[config.mk]
export PLATFORM = sky130hd
export DESIGN_NAME = sector_protection_ctrl_flat
export DESIGN_NICKNAME = d
export VERILOG_FILES = /design/src/rtl/sector_prot_pkg.sv /design/src/rtl/sector_protection_ctrl_if.sv /design/src/rtl/sector_prot_lookup.sv /design/src/rtl/sector_protection_ctrl.sv /design/src/flat_wrapper.sv
export SDC_FILE = /design/constraint.sdc
export NUM_CORES = 1
export LEC_CHECK = 0
export ABC_AREA = 1
export CAP_MARGIN = 5
export CORE_ASPECT_RATIO = 1.1
export CORE_UTILIZATION = 43
export CTS_CLUSTER_DIAMETER = 100
export CTS_CLUSTER_SIZE = 14
export DETAILED_ROUTE_END_ITERATION = 8
export PLACE_DENSITY = 0.85
export SYNTH_ARGS = -nofsm -noshare
export SYNTH_HDL_FRONTEND = slang
export SYNTH_SLANG_ARGS = --single-unit
[constraint.sdc]
create_clock -name clk -period 1.65 [get_ports clk]
set_input_delay 0.165 -clock clk [delete_from_list [all_inputs] [get_ports clk]]
set_output_delay 0.165 -clock clk [all_outputs]
set_load 0.05 [all_outputs]
[src/rtl/sector_prot_pkg.sv]
// Shared encodings and helpers for the sector-protection controller.
package sector_prot_pkg;

    localparam logic [2:0] OP_PROT       = 3'd0;
    localparam logic [2:0] OP_UNPROT     = 3'd1;
    localparam logic [2:0] OP_PROT_ALL   = 3'd2;
    localparam logic [2:0] OP_UNPROT_ALL = 3'd3;
    localparam logic [2:0] OP_LOCK       = 3'd4;
    localparam logic [2:0] OP_FREEZE     = 3'd5;

    typedef enum logic [1:0] {
        ST_IDLE = 2'd0,
        ST_BUSY = 2'd1,
        ST_DONE = 2'd2
    } state_t;

    // Sector-field width; a single-sector design still needs one index bit.
    function automatic int sec_w(input int n);
        return (n <= 1) ? 1 : $clog2(n);
    endfunction

    function automatic logic sec_in_range(input int unsigned idx, input int unsigned n);
        return (idx < n);
    endfunction

endpackage

[src/rtl/sector_protection_ctrl_if.sv]
// Command handshake bundle between a requester and the protection controller.
interface sector_protection_ctrl_if #(
    parameter int ADDR_W = 32
);
    logic              cmd_valid;
    logic              cmd_ready;
    logic [2:0]        cmd_op;
    logic [ADDR_W-1:0] cmd_addr;
    logic              busy;
    logic              done;
    logic              err;

    modport master (
        output cmd_valid, cmd_op, cmd_addr,
        input  cmd_ready, busy, done, err
    );

    modport slave (
        input  cmd_valid, cmd_op, cmd_addr,
        output cmd_ready, busy, done, err
    );
endinterface

[src/rtl/sector_prot_lookup.sv]
// Combinational sector decode and fail-safe protection lookup.
module sector_prot_lookup
    import sector_prot_pkg::*;
#(
    parameter int NUM_SECTORS = 16,
    parameter int ADDR_W      = 32,
    parameter int SEC_LSB     = 18,
    parameter int SEC_W       = 4
) (
    input  logic [ADDR_W-1:0]      addr,
    input  logic [NUM_SECTORS-1:0] prot_map,
    input  logic [NUM_SECTORS-1:0] lock_map,
    output logic [SEC_W-1:0]       idx,
    output logic                   in_range,
    output logic                   protect,
    output logic [7:0]             prot_data,
    output logic                   lock
);

    // Out-of-range sectors read as protected and locked so nothing can slip through.
    always_comb begin
        idx      = SEC_W'(addr >> SEC_LSB);
        in_range = sec_in_range(32'(idx), NUM_SECTORS);
        if (in_range) begin
            protect = prot_map[idx];
            lock    = lock_map[idx];
        end else begin
            protect = 1'b1;
            lock    = 1'b1;
        end
        prot_data = protect ? 8'hFF : 8'h00;
    end

endmodule

[src/rtl/sector_protection_ctrl.sv]
// Per-sector protect/lockdown register file with a delayed-commit command FSM.
module sector_protection_ctrl
    import sector_prot_pkg::*;
#(
    parameter int NUM_SECTORS = 16,
    parameter int ADDR_W      = 32,
    parameter int SEC_LSB     = 18,
    parameter int PROG_CYCLES = 8,
    parameter int RESET_PROT  = 1
) (
    input  logic                   clk,
    input  logic                   rst_n,
    sector_protection_ctrl_if.slave bus,
    input  logic [ADDR_W-1:0]      chk_addr,
    output logic                   protect_signal,
    output logic [7:0]             prot_data_out,
    output logic                   lock_status,
    output logic                   frozen,
    output logic [NUM_SECTORS-1:0] prot_map
);

    localparam int SEC_W = sec_w(NUM_SECTORS);
    localparam int CNT_W = $clog2(PROG_CYCLES + 1);
    localparam logic [CNT_W-1:0] CNT_LOAD = CNT_W'(PROG_CYCLES - 1);
    localparam logic [NUM_SECTORS-1:0] PROT_INIT =
        (RESET_PROT != 0) ? {NUM_SECTORS{1'b1}} : {NUM_SECTORS{1'b0}};

    state_t                 state_r;
    logic [CNT_W-1:0]       cnt_r;
    logic [2:0]             op_r;
    logic [SEC_W-1:0]       sec_r;
    logic [NUM_SECTORS-1:0] prot_r;
    logic [NUM_SECTORS-1:0] lock_r;
    logic                   frozen_r;
    logic                   ready_r;
    logic                   busy_r;
    logic                   done_r;
    logic                   err_r;

    logic [SEC_W-1:0]       cmd_sec_s;
    logic                   cmd_in_range_s;
    logic                   reject_s;
    logic [NUM_SECTORS-1:0] prot_nxt_s;
    logic [NUM_SECTORS-1:0] lock_nxt_s;
    logic                   frozen_nxt_s;
    logic [SEC_W-1:0]       chk_idx_s;
    logic                   chk_in_range_s;

    sector_prot_lookup #(
        .NUM_SECTORS (NUM_SECTORS),
        .ADDR_W      (ADDR_W),
        .SEC_LSB     (SEC_LSB),
        .SEC_W       (SEC_W)
    ) u_lookup (
        .addr      (chk_addr),
        .prot_map  (prot_r),
        .lock_map  (lock_r),
        .idx       (chk_idx_s),
        .in_range  (chk_in_range_s),
        .protect   (protect_signal),
        .prot_data (prot_data_out),
        .lock      (lock_status)
    );

    // Accept-time legality check; ordering guards the lock lookup against bad indices.
    always_comb begin
        cmd_sec_s      = SEC_W'(bus.cmd_addr >> SEC_LSB);
        cmd_in_range_s = sec_in_range(32'(cmd_sec_s), NUM_SECTORS);
        reject_s       = 1'b0;
        if (bus.cmd_op > OP_FREEZE) begin
            reject_s = 1'b1;
        end else if (frozen_r) begin
            reject_s = 1'b1;
        end else if (((bus.cmd_op == OP_PROT) || (bus.cmd_op == OP_UNPROT) ||
                      (bus.cmd_op == OP_LOCK)) && !cmd_in_range_s) begin
            reject_s = 1'b1;
        end else if ((bus.cmd_op == OP_UNPROT) && lock_r[cmd_sec_s]) begin
            reject_s = 1'b1;
        end else begin
            reject_s = 1'b0;
        end
    end

    // Register image after the latched command commits; locked sectors never lose protection.
    always_comb begin
        prot_nxt_s   = prot_r;
        lock_nxt_s   = lock_r;
        frozen_nxt_s = frozen_r;
        case (op_r)
            OP_PROT:       prot_nxt_s[sec_r] = 1'b1;
            OP_UNPROT:     prot_nxt_s[sec_r] = lock_r[sec_r];
            OP_PROT_ALL:   prot_nxt_s = {NUM_SECTORS{1'b1}};
            OP_UNPROT_ALL: prot_nxt_s = prot_r & lock_r;
            OP_LOCK: begin
                prot_nxt_s[sec_r] = 1'b1;
                lock_nxt_s[sec_r] = 1'b1;
            end
            OP_FREEZE:     frozen_nxt_s = 1'b1;
            default: begin
                prot_nxt_s   = prot_r;
                lock_nxt_s   = lock_r;
                frozen_nxt_s = frozen_r;
            end
        endcase
    end

    // Command FSM: registers only change on the final BUSY cycle, so reset mid-flight aborts cleanly.
    always_ff @(posedge clk or negedge rst_n) begin
        if (!rst_n) begin
            state_r  <= ST_IDLE;
            cnt_r    <= {CNT_W{1'b0}};
            op_r     <= 3'd0;
            sec_r    <= {SEC_W{1'b0}};
            prot_r   <= PROT_INIT;
            lock_r   <= {NUM_SECTORS{1'b0}};
            frozen_r <= 1'b0;
            ready_r  <= 1'b1;
            busy_r   <= 1'b0;
            done_r   <= 1'b0;
            err_r    <= 1'b0;
        end else begin
            case (state_r)
                ST_IDLE: begin
                    done_r <= 1'b0;
                    err_r  <= 1'b0;
                    if (bus.cmd_valid) begin
                        op_r    <= bus.cmd_op;
                        sec_r   <= cmd_sec_s;
                        ready_r <= 1'b0;
                        if (reject_s) begin
                            state_r <= ST_DONE;
                            done_r  <= 1'b1;
                            err_r   <= 1'b1;
                        end else begin
                            state_r <= ST_BUSY;
                            busy_r  <= 1'b1;
                            cnt_r   <= CNT_LOAD;
                        end
                    end else begin
                        ready_r <= 1'b1;
                    end
                end
                ST_BUSY: begin
                    if (cnt_r == {CNT_W{1'b0}}) begin
                        prot_r   <= prot_nxt_s;
                        lock_r   <= lock_nxt_s;
                        frozen_r <= frozen_nxt_s;
                        state_r  <= ST_DONE;
                        busy_r   <= 1'b0;
                        done_r   <= 1'b1;
                        err_r    <= 1'b0;
                    end else begin
                        cnt_r <= cnt_r - CNT_W'(1);
                    end
                end
                ST_DONE: begin
                    state_r <= ST_IDLE;
                    done_r  <= 1'b0;
                    err_r   <= 1'b0;
                    ready_r <= 1'b1;
                end
                default: begin
                    state_r <= ST_IDLE;
                    busy_r  <= 1'b0;
                    done_r  <= 1'b0;
                    err_r   <= 1'b0;
                    ready_r <= 1'b1;
                end
            endcase
        end
    end

    assign bus.cmd_ready = ready_r;
    assign bus.busy      = busy_r;
    assign bus.done      = done_r;
    assign bus.err       = err_r;
    assign frozen        = frozen_r;
    assign prot_map      = prot_r;

endmodule

[src/flat_wrapper.sv]
// flat-port wrapper written by rule: the top's interface ports become plain ports
module sector_protection_ctrl_flat import sector_prot_pkg::*;
#(
    parameter int NUM_SECTORS = 16,
    parameter int ADDR_W      = 32,
    parameter int SEC_LSB     = 18,
    parameter int PROG_CYCLES = 8,
    parameter int RESET_PROT  = 1
)
  (clk, rst_n, chk_addr, protect_signal, prot_data_out, lock_status, frozen, prot_map, bus_cmd_valid, bus_cmd_op, bus_cmd_addr, bus_cmd_ready, bus_busy, bus_done, bus_err);
  sector_protection_ctrl_if #(.ADDR_W(ADDR_W)) bus_i ();
  input  logic clk;
  input  logic rst_n;
  input  logic [ADDR_W-1:0] chk_addr;
  output logic protect_signal;
  output logic [7:0] prot_data_out;
  output logic lock_status;
  output logic frozen;
  output logic [NUM_SECTORS-1:0] prot_map;
  input wire logic [$bits(bus_i.cmd_valid)-1:0] bus_cmd_valid;
  input wire logic [$bits(bus_i.cmd_op)-1:0] bus_cmd_op;
  input wire logic [$bits(bus_i.cmd_addr)-1:0] bus_cmd_addr;
  output wire logic [$bits(bus_i.cmd_ready)-1:0] bus_cmd_ready;
  output wire logic [$bits(bus_i.busy)-1:0] bus_busy;
  output wire logic [$bits(bus_i.done)-1:0] bus_done;
  output wire logic [$bits(bus_i.err)-1:0] bus_err;
  assign bus_i.cmd_valid = bus_cmd_valid;
  assign bus_i.cmd_op = bus_cmd_op;
  assign bus_i.cmd_addr = bus_cmd_addr;
  assign bus_cmd_ready = bus_i.cmd_ready;
  assign bus_busy = bus_i.busy;
  assign bus_done = bus_i.done;
  assign bus_err = bus_i.err;
  sector_protection_ctrl #(.NUM_SECTORS(NUM_SECTORS), .ADDR_W(ADDR_W), .SEC_LSB(SEC_LSB), .PROG_CYCLES(PROG_CYCLES), .RESET_PROT(RESET_PROT)) u_core (.clk(clk), .rst_n(rst_n), .bus(bus_i), .chk_addr(chk_addr), .protect_signal(protect_signal), .prot_data_out(prot_data_out), .lock_status(lock_status), .frozen(frozen), .prot_map(prot_map));
endmodule
# Word-level counts from Yosys, hierarchy flattened
# Cells that the tools add are included.
dict set report totals {
  reg_bits 50
  in_bits 70
  out_inout_bits 31
}
dict set report op_classes {
  add_sub_neg 1
  order_cmp 5
  n_eq_ne 12
  mux 35
  bitwise 4
  reduce_logical 15
}
# operator count
set op_table {}
lappend op_table {{$pmux W16 S4} 1}
lappend op_table {{$or A16 B16 Y16} 2}
lappend op_table {{$and A16 B16 Y16} 1}
lappend op_table {{$bmux W1 S4} 4}
lappend op_table {{$bwmux W16} 1}
lappend op_table {{$lt A4 B5 Y1 const B} 3}
lappend op_table {{$mux W1} 15}
lappend op_table {{$mux W4} 3}
lappend op_table {{$reduce_and A3 Y1} 3}
lappend op_table {{$mux W8} 1}
lappend op_table {{$pmux W4 S2} 1}
lappend op_table {{$reduce_and A4 Y1} 2}
lappend op_table {{$eq A3 B1 Y1 const B} 2}
lappend op_table {{$eq A3 B2 Y1 const B} 2}
lappend op_table {{$eq A3 B3 Y1 const B} 2}
lappend op_table {{$mux W2} 3}
lappend op_table {{$ne A2 B2 Y1 const B} 3}
lappend op_table {{$pmux W1 S2} 3}
lappend op_table {{$demux W1 S4} 1}
lappend op_table {{$ge A4 B1 Y1 const B} 1}
lappend op_table {{$logic_not A4 Y1} 1}
lappend op_table {{$pmux W2 S2} 1}
lappend op_table {{$reduce_and A2 Y1} 2}
lappend op_table {{$reduce_bool A4 Y1} 1}
lappend op_table {{other kinds (12)} 13}

# Longest topological paths before layout
# Gate-level depths: netlist of run 1.
dict set report depth {
  depth_word 9
  mapped_depth 13
  mapped_depth_nobuf 12
}

# Cells and area by module
# From an unflattened synthesis of run 1, not the netlist that was laid out.
dict set report hier_totals {
  cells_unflattened 534
  area_unflattened_um2 3602.2
}
# mod instances cells_each area_per_inst_um2 seq_area_each_um2
set modules_own_cells {}
lappend modules_own_cells {sector_protection_ctrl 1 422 3080.5 1272.5}
lappend modules_own_cells {sector_prot_lookup 1 112 521.8 0.0}

# Least setup slack after synthesis of run 1
# No wires, ideal clock.
dict set report synth_timing {
  kind {reg2out}
  from {register (tool-made name)}
  to {output port prot_data_out[0]}
  arrival_time_ns 3.058
  path_slack_ns -1.573
  path_stages_with_launch 8
  n_path_buf 1
  path_cell_list {dfstp_2 inv_1 nor2_1 a21oi_1 o21ai_0 o22ai_1 o21ai_0 buf_4}
}
# item line
set synth_rtl {}
lappend synth_rtl {{to (decl)} flat_wrapper.sv:16} ;# output logic [7:0] prot_data_out;

==> results of run 1 <==
metrics by stage:
stage	TNS, ns	instance area [um^2]
after floorplan	-2.997	3425
final	-3.291	4750
after CTS	-3.202	4597
after global routing	-5.694	4750
after global placement	-6.039	4314
after detailed placement	-8.439	4314
Yosys cell counts (2+ instances only):
cell,n
inv_1,72
a21boi_1,5
nand3_1,34
dfrtp_1,33
o31ai_1,6
buf_2,4
inv_2,4
o21ai_0,58
buf_6,2
nor3_1,11
clkbuf_1,6
nor2_1,62
buf_4,10
or2_2,4
a311oi_1,2
dfstp_2,17
o21ai_1,4
nand2_1,101
o21ai_2,4
o22ai_1,5
a21oi_1,42
area by class of cell:
class / instances / area, um^2
clock inverters: 1 / 30.03
multi-input cells: 351 / 1926
flip-flops and latches: 50 / 1275
fillers: 651 / 2806
clock buffers: 7 / 76.32
well taps: 105 / 131.4
inverters: 78 / 302.8
repair buffers: 101 / 1008
power by group through the flow:
stage / combinational, mW / sequential (mW) / clock [mW]
2_1_floorplan: 2.38 / 2.86 / 0
3_3_place_gp: 4.80 / 2.11 / 0
3_5_place_dp: 4.96 / 2.12 / 0
4_1_cts: 5.25 / 2.11 / 0.880
5_1_grt: 5.96 / 2.18 / 0.928
6_report: 5.60 / 2.14 / 0.879
per-layer routing:
layer | vias up | part of all wire (%)
li1 | 1788 | -
met1 | 1796 | 38
met2 | 224 | 50
met3 | 51 | 7.3
met4 | 0 | 4.6
met5 | - | 0
critical path, stage by stage (launching register included):
cell,delay [ns]
dfstp_2,0.56
inv_2,0.05
nor2_1,0.08
a21oi_1,0.05
o21ai_1,0.17
o22ai_2,0.11
o21ai_4,0.17
buf_12,0.18
buf_12,0.14
logic make-up after synthesis:
logic type      after synthesis  share of synthesized area (%)
flops                        50                          37.57
mux                           1                         0.2955
buf+inv                     100                          13.00
compound gates              131                          21.54
simple gates                218                          27.23
fa+ha+maj                     1                         0.3694
timing repair:
action / CTS / global route
pin swaps: 14 / 7
hold endpoints to repair: 33 / 0
setup endpoints to repair: 27 / 41
hold buffers: 1 / 0
resized for setup: 41 / 44
setup buffers: 4 / 3
worst max path at each step:
stage,startpoint,end
after floorplan,register,prot_data_out[0]
after global placement,chk_addr[18],prot_data_out[7]
after detailed placement,chk_addr[18],protect_signal
after CTS,register,protect_signal
after global routing,register,protect_signal
final,register,protect_signal
==> qor.yml, run 1 <==
first_pass_iters: 7
r2r_start: "u_core.cnt_r[0]$_DFFE_PN0P_"
grt_pass1_vias: 3721
synth_cell_type_count: 36
post-route-util_pct: 62.86
syn-instance-count: 501
path_clk_slew_ns: 0.09
gp_congestion: 0.9427
p_seq_share_pct: 24.8
worstPathArrival_ns: 1.82
grt_max_degree: 51
dpl.hpwl_um: 7887
worstRegToRegCells: 12
status: "finished with violations"
switching_share_pct: 50.74
grt_pass1_wl_um: 17400
comb_power_share_pct: 65.0
setup_ws_ns: -0.3390
root_buffer: "clkbuf_8"
syn_area_mm2: 0.003387
worstSkewPairLatency_ns: 0.31
fin_cells: 693
drcViolationCount: 0
hp-class: "input port to async pin"
synth_edf_count: 0
die_width_um: 86.62
crit_type: "register to output pin"
crit_path_start_kind: "register"
clock_skew_ns: 0.003999
yosysWarnings: 0
final_common_cell: "nand2_1"
p_leak_nw: 2.275
fin_crit_ns: 1.989
rows: 33
ant_nets: 0
p_int_mw: 4.243
async_flop_share_pct: 100.0
p_clk_share_pct: 10.2
end_kind: "output pin"
routedWlPerCell_um: 15.75
grt_antenna_before_repair: 0
core_area_mm2: 0.007556
drt-initial-drc-count: 388
use_met1_pct: 32.06
rsz0062_at_grt: "yes"
synthToLayoutAreaGrowth_pct: 40.23
crit_path_max_fanout: 9
clockBufferDepth: 2
synth_fp_nets: 572
reg2reg_slack_ns: -0.06
max_slew_margin_pct: 76.85
initial_core_util_pct: 44.83
finalPower_mw: 8.613
synthFlopType: "dfrtp_1"
cts_made_buffers: 5
routed_wl_um: 10920
grtUsageMet3_pct: 4.069
use_met2_pct: 49.34
cts_tree: "yes"
power.net_switching_mw: 4.370
dieHeight_um: 95.08
ys_seq_area_share_pct: 37.57
setup_violations: 18
top_usage_layer: "met2"
whs_ns: 0.3779
power.density_mw_per_mm2: 1813
required_ns: 1.48
place.detailed.instances: 677
avgSynthCellArea_um2: 6.760
die_area_mm2: 0.008236
nNetsFinal: 658
period_share_pct: 120.5
ir_worst_vdd_mv: 1.131
slew_viol_final: 0
ys_ff_latch: 50
grt_usage_pct: 27.29
tightest_slew_ns: 0.3451
maxCapViolCount: 0
io_pins: 101
fmax_ghz: 0.5028
diodes: 0
cts_num_sinks: 50
final_hold_viol_count: 0
h-tree-depth: 2
yosys-top-cells-area: "dfrtp_1 (24%), dfstp_2 (13%), nand2_1 (11%)"
synth_area_leader_cell: "dfrtp_1"
yosysTopAreaCellShare_pct: 24.38
overflow: 0
drive_gt1_share_pct: 31.12
vias: 3859
port_buffers: 44
failed_checks: "negative setup slack"
final_cell_mix: "nand2_1 (94), buf_4 (66), inv_1 (63), nor2_1 (56), o21ai_0 (39)"
pre_cts_ws_ns: -0.4807
viasPerCell: 5.569
Power figures use the tool's default switching activity.
==> inputs of run 2 (changes only) <==
Settings changed: CORE_UTILIZATION 43 to 45.
Clock period 1.65 ns to 2.56 ns, I/O delays scaled along.
==> qor.yml, run 2 (synthesis gave the netlist of run 1 again) <==
status: "finished with violations"
failed_checks: "design-rule violations"
reg2reg_slack_ns: 0.45  # +0.51 ns
initial_core_util_pct: 47.26  # +2.4 points
grt_max_degree: 32  # -37%
clock_skew_ns: 0.006416  # +0.002416 ns
vias: 3548  # -8.1%
nNetsFinal: 608  # -7.6%
tns_ns: 0  # +3.291 ns
path_clk_slew_ns: 0.10  # about the same
end_kind: "output pin"
fmax_ghz: 0.4148
h-tree-depth: 2  # unchanged
rows: 32  # -3.0%
final_common_cell: "nand2_1"
gp_congestion: 0.9247  # -1.9%
crit_path_start_kind: "input port"
hp-class: "input port to async pin"
routed_wl_um: 9234  # -15%
die_width_um: 84.72  # -2.2%
io_pins: 101  # unchanged
maxCapViolCount: 0  # unchanged
viasPerCell: 5.695  # +2.3%
dpl.hpwl_um: 6796  # -14%
period_share_pct: 94.16
root_buffer: "clkbuf_8"
grt_pass1_vias: 3430  # -7.8%
p_int_mw: 2.434  # -43%
required_ns: 2.30  # +0.82 ns
switching_share_pct: 50.17  # -0.57 points
ir_worst_vdd_mv: 0.8003  # -29%
tightest_slew_ns: 0.5937  # +0.2486 ns
first_pass_iters: 7  # unchanged
r2r_start: "u_core.op_r[0]$_DFFE_PN0P_"
drt-initial-drc-count: 388  # unchanged
crit_path_max_fanout: 15  # +6
synthToLayoutAreaGrowth_pct: 21.87
drcViolationCount: 7  # +7
drive_gt1_share_pct: 11.52  # -20 points
routedWlPerCell_um: 14.82  # -5.9%
power.density_mw_per_mm2: 1184  # -35%
p_seq_share_pct: 28.5  # +3.7 points
final_hold_viol_count: 0  # unchanged
grt_usage_pct: 24.62  # -2.7 points
core_area_mm2: 0.007167  # -5.1%
comb_power_share_pct: 57.1  # -7.9 points
fin_crit_ns: 2.411
p_leak_nw: 1.984  # -13%
cts_made_buffers: 5  # unchanged
cts_num_sinks: 50  # unchanged
post-route-util_pct: 57.59  # -5.3 points
max_slew_margin_pct: 60.42  # -16 points
p_clk_share_pct: 14.4  # +4.2 points
clockBufferDepth: 2  # unchanged
cts_resized: 0  # -100%
crit_type: "input port to output pin"
port_buffers: 44  # unchanged
grt_antenna_before_repair: 0  # unchanged
power.net_switching_mw: 2.451  # -44%
worstPathArrival_ns: 2.15  # +0.33 ns
final_cell_mix: "nand2_1 (101), inv_1 (72), nor2_1 (62), o21ai_0 (57), a21oi_1 (42)"
setup_violations: 0  # -18
dieHeight_um: 92.99  # -2.2%
dpl_cell_area_mm2: 0.003975  # -7.9%
slew_viol_final: 0  # unchanged
ant_nets: 0  # unchanged
fin_area_mm2: 0.004128  # -13%
worstRegToRegCells: 8  # -4
fillerInstances: 658  # +1.1%
diodes: 0  # unchanged
rsz0062_at_grt: "no"
worstSkewPairLatency_ns: 0.31  # about the same
grt_pass1_wl_um: 15530  # -11%
overflow: 0  # unchanged
cts_tree: "yes"
die_area_mm2: 0.007878  # -4.3%
## run 2: cell count changes in the layout (fill, tap and decap cells not counted), sizes merged
cell           change
buf               -71
bufinv             +1
clkbuf             -1
clkdlybuf4s50     +23
dlygate4sd2        -2
## run 2: worst max-delay path, cell delays in order
cell and delay [ns]:
clkdlybuf4s50_1 0.80, o21ai_0 0.16, a21oi_1 0.15, nor2_1 0.07
o31ai_1 0.50, buf_12 0.21
## run 2: worst max path at each step
| stage | startpoint | slack, ns | cells after the start | endpoint |
|---|---|---|---|---|
| floorplan | register | 0.23 | 7 | prot_data_out[0] |
| global placement | chk_addr[19] | 0.23 | 6 | lock_status |
| detailed placement | chk_addr[19] | 0.22 | 6 | lock_status |
| CTS | chk_addr[19] | 0.22 | 6 | lock_status |
| global route | chk_addr[19] | 0.1 | 6 | lock_status |
| finish | chk_addr[19] | 0.15 | 6 | lock_status |
## run 2: metrics by stage
stage	instances	power (mW)	hold WS (ns)	worst slack, ns
5_1_grt	623	5.193	0.5294	0.09890
6_report	623	4.885	0.4771	0.1494
3_3_place_gp	614	4.069	0.2823	0.2332
3_5_place_dp	614	4.162	0.2937	0.2198
2_1_floorplan	501	3.352	-0.03959	0.2272
4_1_cts	623	4.862	0.5026	0.2207
## run 2: what timing repair did
| item | CTS | global route |
|---|---|---|
| buffers inserted | 0 | 0 |
| hold endpoints to repair | 13 | 0 |
| hold buffers | 1 | 0 |
## run 2: per-layer routing
layer,routed length [um],GRT usage (%),vias up
met5,0,0,-
met1,3986,32.02,1665
met3,658,3.089,23
met4,199,8.616,0
li1,-,-,1690
met2,4389,42.34,170
## run 2: power groups by stage
stage / sequential (mW) / combinational (mW) / clock, mW
floorplan: 1.84 / 1.51 / 0
detailed placement: 1.40 / 2.76 / 0
finish: 1.39 / 2.79 / 0.703
global route: 1.44 / 3.02 / 0.741
global placement: 1.39 / 2.68 / 0
CTS: 1.39 / 2.76 / 0.709
## run 2: final cells by class
type	instances	area [um^2]	share of cell area (%)
Multi-Input combinational cell	351	1678	40.65
Clock buffer	6	82.58	2.001
Timing Repair Buffer	51	628.1	15.22
Tap cell	85	106.4	2.577
Inverter	78	300.3	7.275
Clock inverter	2	60.06	1.455
Sequential cell	50	1272	30.83
